### config.mk
export PLATFORM = sky130hd
export DESIGN_NAME = chunked_magnitude_comparator
export DESIGN_NICKNAME = d
export VERILOG_FILES = /design/src/rtl/chunked_magnitude_comparator.sv
export SDC_FILE = /design/constraint.sdc
export NUM_CORES = 1
export LEC_CHECK = 0
export ABC_AREA = 1
export CORE_AREA = 5 5 50 61
export DETAILED_ROUTE_END_ITERATION = 16
export DIE_AREA = 0 0 55 66
export GPL_TIMING_DRIVEN = 0
export PLACE_DENSITY_LB_ADDON = 0.3
export SYNTH_ARGS = -nofsm -noshare
export SYNTH_HDL_FRONTEND = slang
export SYNTH_SLANG_ARGS = --single-unit
### constraint.sdc
create_clock -name clk -period 2 [get_ports clk]
set_clock_uncertainty 0.1 [all_clocks]
set_input_delay 0.3 -clock clk [delete_from_list [all_inputs] [get_ports clk]]
set_output_delay 0.3 -clock clk [all_outputs]
set_load 0.005 [all_outputs]
### src/rtl/chunked_magnitude_comparator.sv
// Sequential magnitude comparator: walks WIDTH-bit operands CHUNK bits per cycle, MSB chunk first.
// Build option CMP_SIGNED_EN enables the two's-complement sign check on the first chunk.
module chunked_magnitude_comparator #(
    parameter int unsigned WIDTH = 8,
    parameter int unsigned CHUNK = 2
) (
    input  logic             clk,
    input  logic             rst,
    input  logic             start,
    input  logic [WIDTH-1:0] A,
    input  logic [WIDTH-1:0] B,
    input  logic             signed_mode,
    output logic             busy,
    output logic             done,
    output logic             GT,
    output logic             LT,
    output logic             EQ
);

    localparam int unsigned NCHUNK = WIDTH / CHUNK;
    localparam int unsigned IDX_W  = (NCHUNK > 1) ? $clog2(NCHUNK) : 1;
    localparam logic [IDX_W-1:0] IDX_TOP = IDX_W'(NCHUNK - 1);

    typedef enum logic {IDLE, COMPARE} state_t;

    state_t           state_q, state_d;
    logic [IDX_W-1:0] idx_q, idx_d;
    logic [WIDTH-1:0] a_q, b_q;
    logic [WIDTH-1:0] a_sh, b_sh;
    logic [31:0]      base;
    logic [CHUNK-1:0] chunk_a, chunk_b;
    logic             accept;
    logic             sign_decide;
    logic             decided, res_gt, res_lt, res_eq;

    assign accept  = (state_q == IDLE) && start;
    assign base    = 32'(idx_q) * CHUNK;
    assign a_sh    = a_q >> base;
    assign b_sh    = b_q >> base;
    assign chunk_a = a_sh[CHUNK-1:0];
    assign chunk_b = b_sh[CHUNK-1:0];

`ifdef CMP_SIGNED_EN
    logic sgn_q;

    always_ff @(posedge clk or posedge rst) begin
        if (rst) begin
            sgn_q <= 1'b0;
        end else if (accept) begin
            sgn_q <= signed_mode;
        end
    end

    // Differing sign bits decide at once; equal signs leave unsigned order intact.
    assign sign_decide = sgn_q && (idx_q == IDX_TOP) && (a_q[WIDTH-1] != b_q[WIDTH-1]);
`else
    logic unused_signed;
    assign unused_signed = signed_mode;
    assign sign_decide   = 1'b0;
`endif

    always_comb begin
        state_d = state_q;
        idx_d   = idx_q;
        decided = 1'b0;
        res_gt  = 1'b0;
        res_lt  = 1'b0;
        res_eq  = 1'b0;
        unique case (state_q)
            IDLE: begin
                if (start) begin
                    state_d = COMPARE;
                    idx_d   = IDX_TOP;
                end
            end
            COMPARE: begin
                if (sign_decide) begin
                    decided = 1'b1;
                    res_lt  = a_q[WIDTH-1];
                    res_gt  = ~a_q[WIDTH-1];
                end else if (chunk_a != chunk_b) begin
                    decided = 1'b1;
                    res_gt  = chunk_a > chunk_b;
                    res_lt  = chunk_a < chunk_b;
                end else if (idx_q == '0) begin
                    decided = 1'b1;
                    res_eq  = 1'b1;
                end else begin
                    idx_d = idx_q - 1'b1;
                end
                if (decided) begin
                    state_d = IDLE;
                end
            end
        endcase
    end

    always_ff @(posedge clk or posedge rst) begin
        if (rst) begin
            state_q <= IDLE;
            idx_q   <= '0;
            a_q     <= '0;
            b_q     <= '0;
            done    <= 1'b0;
            GT      <= 1'b0;
            LT      <= 1'b0;
            EQ      <= 1'b0;
        end else begin
            state_q <= state_d;
            idx_q   <= idx_d;
            done    <= decided;
            if (accept) begin
                a_q <= A;
                b_q <= B;
            end
            if (decided) begin
                GT <= res_gt;
                LT <= res_lt;
                EQ <= res_eq;
            end
        end
    end

    assign busy = (state_q == COMPARE);

endmodule

== Word level (Yosys, flattened, before mapping) ==
Cells that the tools add are included.

* Mux-type cells: 17
* Shifts and indexed selects: 2
* Reduce and logical (&&, ||, !) cells: 3
* $lt $le $gt $ge: 2
* Add/sub/neg operators: 1
* Equality and inequality tests: 4
* Bitwise gates (word level): 1

{| class="wikitable"
|+ Operators by type and width
! operator !! count
|-
| right shift 8 x 3 -> 2 bit || 2
|-
| 2-to-1 mux 1 bit || 12
|-
| 2-to-1 mux 2 bit || 3
|-
| inequality test 2 bit, second input constant || 3
|-
| case mux 2 bit (2 select lines) || 1
|-
| AND reduction 3 bit || 1
|-
| greater-than comparator 2 bit || 1
|-
| zero test 2 bit || 1
|-
| < comparator 2 bit || 1
|-
| inequality test 2 bit || 1
|-
| case mux 1 bit (2 select lines) || 1
|-
| subtractor 2 x 1 -> 2 bit, second input constant || 1
|-
| logical AND 1 bit || 1
|-
| inverter 1 bit || 1
|}

* Logic and storage cells: 38
* Input port bits: 20
* Output and inout bits: 5
* Bits in registers: 23

== Logic depth before layout (Yosys ltp) ==
Gate-level depths: netlist of the first run.

* Word-level depth: 6
* Depth in mapped cells: 11

== Least setup slack after synthesis of the first run ==
No wires, ideal clock.

* Kind: register to register
* From: reg idx_q[0]
* To: reg idx_q[0]
* Stages on the path, launching flop included: 11
* Library setup time: 117 ps
* Data arrival time: 1547 ps
* Setup slack: 235 ps
* Cell sequence: dfrtp_1 inv_2 buf_6 o211ai_1 nand2_1 ha_1 nand2_1 nand2_1 nand3_1 nand2_1 nand2_1

* Cells in the longest elaborated chain, start to end: 4

{| class="wikitable"
|+ Ends and longest elaborated chain
! element !! line !! RTL
|-
| from (decl) || 27 || <nowiki>logic [IDX_W-1:0] idx_q, idx_d;</nowiki>
|-
| from (signal assigned) || 110 || <nowiki>idx_q <= idx_d;</nowiki>
|-
| right shift 8 x 3 -> 2 bit, or another cell as far along || 38 || <nowiki>assign a_sh = a_q >> base;</nowiki>
|-
| inequality test 2 bit or 2-to-1 mux 2 bit (tied branches) || 81, 85 ||
|-
| inequality test 2 bit (no line) or 2-to-1 mux 2 bit (tied branches) || -- ||
|-
| AND reduction 3 bit (no line) or case mux 2 bit (2 select lines) (tied branches) || -- ||
|}

Parallel ways exist; a longest one is shown, timed or not. The select of a mux whose other input is x is not followed.
A chain may end at the register's enable or synchronous reset.

== Final worst setup path of the first run ==
Ends and elaborated chain as after synthesis.

==> run_results.csv, run 1 <==
group,metric,value,unit
outcome,run_status,"complete, no violations",
routing,via_per_inst,4.70,
cells_and_area,final_common_cell,"nand2_1",
clock_network,cts.path.max_buffers,2,
routing,drt.antenna.violating_nets,0,
timing,setup_violations,0,
timing,tightest_slew,0.855,ns
floorplanning,die_y,66,um
routing,wire_per_inst,10.4,um
routing,drt_first_pass_iters,4,
min_path,hold_class,"in -> async",
floorplanning,die_w,55,um
clock_network,clock_tree.root_cell,"clkbuf_4",
cells_and_area,diodes,0,
global_routing,antenna_found_initial,0,
worst_setup_path,cp_data_required_time,2.11,ns
clock_network,hold_buffers,0,
clock_network,cts_inserted_buffers,3,
global_routing,grt_pass1_wl,3.50,mm
cells_and_area,finalNetCount,188,
yosys,synth.distinct_cells,15,
floorplanning,rows,20,
yosys,synth.ff_latch_count,23,
yosys,syn_area,1100,um^2
timing,period_share,93.4,%
worst_setup_path,crit_type,"reg -> reg",
yosys,syn_nets,159,
cells_and_area,final_cell_mix,"nand2_1 (52), clkdlybuf4s50_1 (23), dfrtp_1 (22), nand3_1 (19), inv_1 (12)",
yosys,avgSynthCellArea,8.11,um^2
yosys,yosysSeqAreaShare,52.2,%
cells_and_area,fillers,224,
timing,rsz0062_at_grt,"false",
cells_and_area,area_delta_synth_final,28.7,%
cells_and_area,drive_gt1_share,9.76,%
floorplanning,core_area,2430,um^2
timing,max_freq,535,MHz
global_routing,grt_max_degree,24,
worst_setup_path,endpoint_kind,"flop",
clock_network,cts.clk_slew.worst_paths,0.12,ns
job,maxCapViolations,0,
placed_design,hpwl,1.60,mm
floorplanning,die_area,3630,um^2
power_and_ir_drop,power,0.00221,W
power_and_ir_drop,peakVddDrop,651,uV
floorplanning,initial_utilization,45.4,%
routing,drcViolationCount,0,
timing,fin_setup_tns,0,ns
power_and_ir_drop,p_per_area,1550,nW/um^2
worst_setup_path,cp-start-kind,"flop",
routing,vias,926,
worst_setup_path,arrival,1.98,ns
global_routing,grt_use_total,13.1,%
clock_network,clock_latency,0.31,ns
clock_network,cts.sinks,23,
routing,wl,2.04,mm
placed_design,gp_congestion,0.791,
global_routing,grt_pass1_vias,847,
placed_design,io_buffers,23,
timing,min_period,1.87,ns
timing,hold_viol_final,0,
global_routing,grt_overflow_total,0,
power_and_ir_drop,power.leakage,0.741,nW
floorplanning,io_pins,25,
clock_network,cts_max_level,1,
routing,dr.first_iter.drc_count,4,
timing,slew_viol_final,0,
worst_setup_path,worstPathMaxFanout,10,
timing,max-slew-margin-rel,42.9,%
cells_and_area,final_core_util,58.5,%
clock_network,cts_tree,"yes",
yosys,yosys_warnings,0,
yosys,postSynthCellCount,136,
-- routing by layer --
| metal | wire length [um] | GRT usage [%] | vias to the layer above |
|---|---|---|---|
| met5 | 0 | 0 | - |
| li1 | - | - | 489 |
| met1 | 941 | 17.2 | 416 |
| met2 | 969 | 20.0 | 17 |
| met3 | 93 | 2.48 | 4 |
| met4 | 39 | 6.99 | 0 |
-- stage by stage --
step	hold WS, ns	instance area [um^2]	setup slack (ns)	std cells
after floorplan	0.202	1100	0.235	136
after global placement	0.356	1370	0.0325	192
final	0.358	1420	0.131	197
after detailed placement	0.365	1370	-0.00777	192
after global routing	0.416	1420	0.0151	197
after CTS	0.383	1400	0.0456	196
-- state kept, by name, summed over array words and instances, names as in the netlist --
register / flops
idx_q: 2
GT: 1
a_q: 8
done: 1
busy: 1
LT: 1
b_q: 8
EQ: 1
-- worst max-delay path, cell delays in order (launching register included) --
cell and delay, ns:
dfrtp_2 0.48, inv_2 0.10, buf_6 0.13, nand2_1 0.05, o211ai_1 0.07, nand2_1 0.09
ha_1 0.29, nand2_2 0.08, nand2_2 0.10, buf_4 0.16, nand4_1 0.06, nand2_1 0.06
-- area by class of cell --
class | instances | area, um^2 | area share (%)
clock buffers | 4 | 26.3 | 1.85
multi-input cells | 94 | 444 | 31.3
flip-flops and latches | 23 | 577 | 40.7
well taps | 33 | 41.3 | 2.91
plain buffers | 5 | 40.0 | 2.82
inverters | 14 | 52.6 | 3.70
repair buffers | 24 | 238 | 16.8
-- power by group --
part	total (W)	internal (W)	switching, W
combinational	0.00114	0.000517	0.000621
sequential	0.000861	0.000707	0.000154
clock	0.000206	0.0000779	0.000129
-- cell usage after synthesis --
master | n | share of area, %
dfrtp_1 | 23 | 52
nand3_1 | 20 | 9.1
ha_1 | 3 | 3.4
buf_2 | 2 | 0.91
o21ai_0 | 2 | 0.91
nand2_2 | 1 | 0.57
buf_4 | 1 | 0.68
inv_2 | 2 | 0.68
buf_6 | 2 | 2.0
nand4_1 | 2 | 1.1
o211ai_1 | 4 | 2.7
a21oi_1 | 4 | 1.8
nor2_1 | 4 | 1.4
nand2_1 | 54 | 18
inv_1 | 12 | 4.1
-- cell families (layout without fill, tap and decap cells) --
family | after synthesis | after routing | share of synthesized area, %
simple gates | 81 | 81 | 30.5
fa+ha+maj | 3 | 3 | 3.41
buf+inv | 19 | 47 | 8.40
flops | 23 | 23 | 52.2
compound gates | 10 | 10 | 5.45
-- final timing paths --
| kind | from | endpoint | slack (ns) | cells after the start |
|---|---|---|---|---|
| hold / removal | rst | a_q[1]$_DFFE_PP0P_ | 0.36 | 2 |
| min in group clk | a_q[6]$_DFFE_PP0P_ | a_q[6]$_DFFE_PP0P_ | 0.39 | 2 |
| setup / recovery | idx_q[0]$_DFFE_PP0P_ | idx_q[0]$_DFFE_PP0P_ | 0.13 | 11 |
| setup reg to reg | idx_q[0]$_DFFE_PP0P_ | idx_q[0]$_DFFE_PP0P_ | 0.13 | 11 |
| hold reg to reg | a_q[6]$_DFFE_PP0P_ | a_q[6]$_DFFE_PP0P_ | 0.39 | 2 |
| max in group asynchronous | rst | idx_q[0]$_DFFE_PP0P_ | 0.86 | 2 |
-- timing repair --
item / in CTS / in global routing
buffers inserted: 0 / 1
gates resized for setup: 1 / 3
endpoints found under the setup margin: 2 / 3
Power figures use the tool's default switching activity.
==> run 2: changes to the inputs <==
--- a/config.mk
+++ b/config.mk
@@ -9,8 +9,7 @@
 export CORE_AREA = 5 5 50 61
 export DETAILED_ROUTE_END_ITERATION = 16
 export DIE_AREA = 0 0 55 66
-export GPL_TIMING_DRIVEN = 0
-export PLACE_DENSITY_LB_ADDON = 0.3
+export PLACE_DENSITY = 0.82
 export SYNTH_ARGS = -nofsm -noshare
 export SYNTH_HDL_FRONTEND = slang
 export SYNTH_SLANG_ARGS = --single-unit
==> run_results.csv, run 2 (same netlist as run 1, synthesis figures left out) <==
group,metric,value,unit
clock_network,cts.sinks,23,
worst_setup_path,endpoint,"idx_q[1]$_DFFE_PP0P_",
worst_setup_path,worst_r2r_path_depth,10,
routing,drt_first_pass_iters,4,
routing,drcViolationCount,0,
timing,timing.hold.ws,0.210,ns
timing,tightest_slew,0.334,ns
power_and_ir_drop,p_per_area,1550,nW/um^2
floorplanning,die_w,55,um
power_and_ir_drop,peakVddDrop,778,uV
routing,dr.first_iter.drc_count,21,
cells_and_area,instances_no_fill,194,
floorplanning,io_pins,25,
routing,via_per_inst,4.93,
cells_and_area,largestRegisters,"a_q (8), b_q (8), idx_q (2)",
placed_design,gp_congestion,0.823,
floorplanning,rows,20,
cells_and_area,drive_gt1_share,7.45,%
clock_network,cts_inserted_buffers,3,
floorplanning,die_area,3630,um^2
global_routing,grt_pass1_vias,1015,
clock_network,cts.clk_slew.worst_paths,0.12,ns
global_routing,grt_use_total,14.5,%
worst_setup_path,cp_data_required_time,2.11,ns
worst_setup_path,rrSetupSlack,0.22,ns
routing,wire_per_inst,11.3,um
worst_setup_path,crit_type,"reg -> reg",
power_and_ir_drop,power.leakage,0.726,nW
worst_setup_path,rr_endpoint,"idx_q[1]$_DFFE_PP0P_",
clock_network,cts.path.max_buffers,2,
floorplanning,initial_utilization,45.4,%
cells_and_area,fillers,247,
clock_network,clock_latency,0.31,ns
timing,fin_setup_tns,0,ns
global_routing,grt_max_degree,24,
timing,max-slew-margin-rel,77.7,%
timing,rsz0062_at_grt,"false",
clock_network,clock_tree.root_cell,"clkbuf_4",
floorplanning,core_area,2430,um^2
routing,vias,956,
timing,period_share,89.1,%
timing,hold_viol_final,0,
clock_network,cts_setup_buffers,0,
timing,slew_viol_final,0,
placed_design,hpwl,1.70,mm
cells_and_area,final_cell_mix,"nand2_1 (53), clkdlybuf4s50_1 (23), dfrtp_1 (22), nand3_1 (20), inv_1 (12)",
worst_setup_path,arrival,1.89,ns
cells_and_area,final_common_cell,"nand2_1",
clock_network,cts_tree,"yes",
routing,wl,2.20,mm
floorplanning,die_y,66,um
global_routing,grt_pass1_wl,4.00,mm
outcome,run_status,"complete, no violations",
timing,min_period,1.78,ns
worst_setup_path,worstPathMaxFanout,13,
timing,max_freq,561,MHz
global_routing,antenna_found_initial,0,
job,maxCapViolations,0,
worst_setup_path,endpoint_kind,"flop",
global_routing,grt_overflow_total,0,
min_path,hold_class,"in -> async",
cells_and_area,area_delta_synth_final,26.1,%
cells_and_area,diodes,0,
placed_design,place_inst,190,
placed_design,io_buffers,23,
routing,drt.antenna.violating_nets,0,
worst_setup_path,cp-start-kind,"flop",
timing,setup_violations,0,
worst_setup_path,startpoint,"idx_q[0]$_DFFE_PP0P_",
clock_network,cts_max_level,1,
worst_setup_path,r2r-start,"idx_q[0]$_DFFE_PP0P_",
cells_and_area,finalNetCount,185,
==> run 2: layout make-up <==
type                            count  area, um^2  area share, %
Sequential cell                    23         577           41.5
Multi-Input combinational cell     94         437           31.4
Timing Repair Buffer               26         253           18.2
Inverter                           14        55.1           3.96
Tap cell                           33        41.3           2.97
Clock buffer                        3        22.5           1.62
Clock inverter                      1        5.00          0.360
==> run 2: timing repair <==
item	CTS	global route
resized for setup	0	3
hold endpoints to repair	0	0
setup endpoints to repair	0	4
hold buffers	0	0
==> run 2: worst min-delay path by stage <==
stage / slack (ns) / to / start
after floorplan: 0.20 / EQ$_DFFE_PP0P_ / rst
after global placement: 0.35 / b_q[1]$_DFFE_PP0P_ / b_q[1]$_DFFE_PP0P_
after detailed placement: 0.36 / a_q[4]$_DFFE_PP0P_ / a_q[4]$_DFFE_PP0P_
after CTS: 0.22 / LT$_DFFE_PP0P_ / rst
after global routing: 0.22 / b_q[4]$_DFFE_PP0P_ / rst
final: 0.21 / b_q[4]$_DFFE_PP0P_ / rst
==> run 2: where the power goes <==
part | internal (W) | switching (W)
Combinational | 0.000447 | 0.000633
Sequential | 0.000707 | 0.000149
Clock | 0.0000748 | 0.000138
==> run 2: routing by layer <==
metal	GRT usage (%)	vias up	wire length (um)
met4	7.90	0	61
met1	17.3	432	940
met5	0	-	0
li1	-	486	-
met2	24.1	28	1070
met3	2.26	10	122
==> run 2: stage by stage <==
stage | worst slack, ns | total power [W] | area, um^2 | util (%)
after floorplan | 0.235 | 0.00162 | 1100 | -
after global placement | 0.207 | 0.00185 | 1360 | 55.9
after detailed placement | 0.113 | 0.00193 | 1360 | 55.9
after CTS | 0.0979 | 0.00214 | 1380 | 57.0
after global routing | 0.0147 | 0.00240 | 1390 | 57.3
final | 0.219 | 0.00215 | 1390 | 57.3
==> run 2: worst max-delay path, cell delays in order, from the launching register on <==
cell and delay (ns):
dfrtp_1 0.43, inv_4 0.13, nand2_1 0.08, o211ai_1 0.09
nand2_1 0.09, ha_1 0.28, nand2_1 0.08, nand2_2 0.14
nand3_1 0.13, nand2_1 0.08, nand2_1 0.05
==> run 3: changes to the inputs <==
--- a/config.mk
+++ b/config.mk
@@ -6,10 +6,10 @@
 export NUM_CORES = 1
 export LEC_CHECK = 0
 export ABC_AREA = 1
-export CORE_AREA = 5 5 50 61
+export CORE_AREA = 5 5 49 59
 export DETAILED_ROUTE_END_ITERATION = 16
-export DIE_AREA = 0 0 55 66
-export PLACE_DENSITY = 0.82
+export DIE_AREA = 0 0 54 64
+export PLACE_DENSITY = 0.86
 export SYNTH_ARGS = -nofsm -noshare
 export SYNTH_HDL_FRONTEND = slang
 export SYNTH_SLANG_ARGS = --single-unit
==> constraint.sdc (replaced) <==
create_clock -name clk -period 2.1 [get_ports clk]
set_clock_uncertainty 0.1 [all_clocks]
set_input_delay 0.315 -clock clk [delete_from_list [all_inputs] [get_ports clk]]
set_output_delay 0.315 -clock clk [all_outputs]
set_load 0.005 [all_outputs]
==> run_results.csv, run 3 (same netlist as run 1, synthesis figures left out) <==
group,metric,value,unit
worst_setup_path,path_common_cell,"nand2_1",
power_and_ir_drop,power.leakage,0.719,nW
clock_network,clock_tree.root_cell,"clkbuf_4",
global_routing,grt_pass1_wl,3.64,mm
routing,wire_per_inst,11.1,um
clock_network,cts.path.max_buffers,2,
floorplanning,rows,19,
routing,drt_first_pass_iters,4,
cells_and_area,final_common_cell,"nand2_1",
worst_setup_path,startpoint,"idx_q[0]$_DFFE_PP0P_",
cells_and_area,diodes,0,
clock_network,cts_max_level,1,
global_routing,grt_use_total,14.1,%
global_routing,grt_max_degree,24,
routing,wl,2.13,mm
routing,dr.first_iter.drc_count,13,
floorplanning,core_area,2260,um^2
cells_and_area,finalNetCount,184,
global_routing,grt_pass1_vias,897,
routing,drcViolationCount,0,
timing,max_freq,514,MHz
worst_setup_path,slowest_delay,0.53,ns
worst_setup_path,r2r-start,"idx_q[0]$_DFFE_PP0P_",
worst_setup_path,cp_data_required_time,2.21,ns
timing,setup_violations,0,
worst_setup_path,crit_slowest_cell,"dfrtp_1",
worst_setup_path,crit_type,"reg -> reg",
worst_setup_path,worstPathMaxFanout,13,
power_and_ir_drop,peakVddDrop,737,uV
cells_and_area,largestRegisters,"a_q (8), b_q (8), idx_q (2)",
timing,min_period,1.94,ns
timing,max-slew-margin-rel,77.3,%
cells_and_area,final_area,1380,um^2
cells_and_area,drive_gt1_share,5.00,%
routing,via_per_inst,5.01,
job,maxCapViolations,0,
routing,vias,956,
worst_setup_path,worst_r2r_path_depth,9,
worst_setup_path,crit_chain,"inv_4 -> o211ai_1 -> nand2_1 -> ha_1 -> nand2_1 -> nand2_1 -> nand3_1 -> nand2_1 -> nand2_1",
worst_setup_path,path_buf_inv,1,
worst_setup_path,endpoint_kind,"flop",
placed_design,io_buffers,23,
timing,slew_viol_final,0,
power_and_ir_drop,p_per_area,1450,nW/um^2
timing,rsz0062_at_grt,"false",
cells_and_area,final_core_util,60.9,%
floorplanning,die_w,54,um
timing,fin_setup_tns,0,ns
worst_setup_path,cp-start-kind,"flop",
clock_network,cts_inserted_buffers,3,
global_routing,grt_overflow_total,0,
routing,drt.antenna.violating_nets,0,
placed_design,place_area,1350,um^2
worst_setup_path,path_delay_family,"simple AND/OR/NAND/NOR gates",
floorplanning,die_y,64,um
cells_and_area,fillers,198,
clock_network,cts_setup_buffers,0,
clock_network,clock_latency,0.31,ns
timing,tightest_slew,0.340,ns
floorplanning,io_pins,25,
timing,period_share,92.6,%
outcome,run_status,"complete, no violations",
clock_network,cts.clk_slew.worst_paths,0.12,ns
worst_setup_path,arrival,2.06,ns
timing,hold_viol_final,0,
worst_setup_path,cp.depth,9,
floorplanning,die_area,3460,um^2
min_path,hold_class,"in -> async",
cells_and_area,final_cell_mix,"nand2_1 (54), dfrtp_1 (23), clkdlybuf4s50_1 (23), nand3_1 (20), inv_1 (12)",
floorplanning,initial_utilization,48.8,%
cells_and_area,area_delta_synth_final,24.7,%
global_routing,antenna_found_initial,0,
clock_network,cts_tree,"yes",
clock_network,cts.sinks,23,
placed_design,gp_congestion,0.831,
placed_design,hpwl,1.60,mm
## run 3: changes by cell type in the layout (fill, tap and decap cells not counted)
cell,before,now
clkbuf_1,0,1
clkinv_2,1,0
dfrtp_1,22,23
nand2_1,53,54
buf_4,3,2
nand2_2,2,1
dfrtp_2,1,0
## run 3: worst paths after layout
check	to	slack, ns
worst max-delay path	idx_q[0]$_DFFE_PP0P_	0.16
worst min-delay path	GT$_DFFE_PP0P_	0.23
worst max register to register	idx_q[0]$_DFFE_PP0P_	0.16
worst min register to register	b_q[7]$_DFFE_PP0P_	0.39
max in group asynchronous	a_q[0]$_DFFE_PP0P_	1.45
min in group clk	b_q[7]$_DFFE_PP0P_	0.39
## run 3: power by group
group          switching, W  internal (W)  total (W)
Sequential         0.000155      0.000671   0.000826
Combinational      0.000558      0.000407   0.000965
Clock              0.000128     0.0000743   0.000203
Total              0.000842       0.00115    0.00199
## run 3: through the flow
stage	instances	total power (W)	worst slack, ns	hold WS [ns]
after detailed placement	187	0.00181	0.138	0.363
after CTS	191	0.00201	0.122	0.238
after global routing	191	0.00222	0.0160	0.265
final	191	0.00199	0.156	0.226
after global placement	187	0.00174	0.207	0.355
after floorplan	136	0.00154	0.335	0.217
## run 3: worst reg2reg max path, delay by kind of cell (launching register included)
kind / cells / cell delay, ns
AND/OR/NAND/NOR: 6 / 0.62
buffers and inverters: 1 / 0.12
AO/OA/AOI/OAI: 1 / 0.18
adder cells (fa/ha/maj): 1 / 0.30
flip-flops: 1 / 0.53
## run 3: layer usage
metal	up-vias	share of wire [%]	track usage (%)
li1	484	-	-
met1	436	44	16.7
met2	31	47	23.3
met3	5	5.6	1.40
met4	0	3.4	9.35
met5	-	0	0
## run 3: area by class of cell
cell class / count / area (um^2) / share of cell area (%)
clock buffers: 4 / 26.3 / 1.91
inverters: 14 / 55.1 / 4.00
multi-input cells: 94 / 434 / 31.6
flip-flops and latches: 23 / 576 / 41.9
well taps: 31 / 38.8 / 2.82
repair buffers: 25 / 245 / 17.8
## run 3: repair_timing
action	in CTS	in global routing
hold buffers	0	0
resized for setup	0	1
setup endpoints to repair	0	1
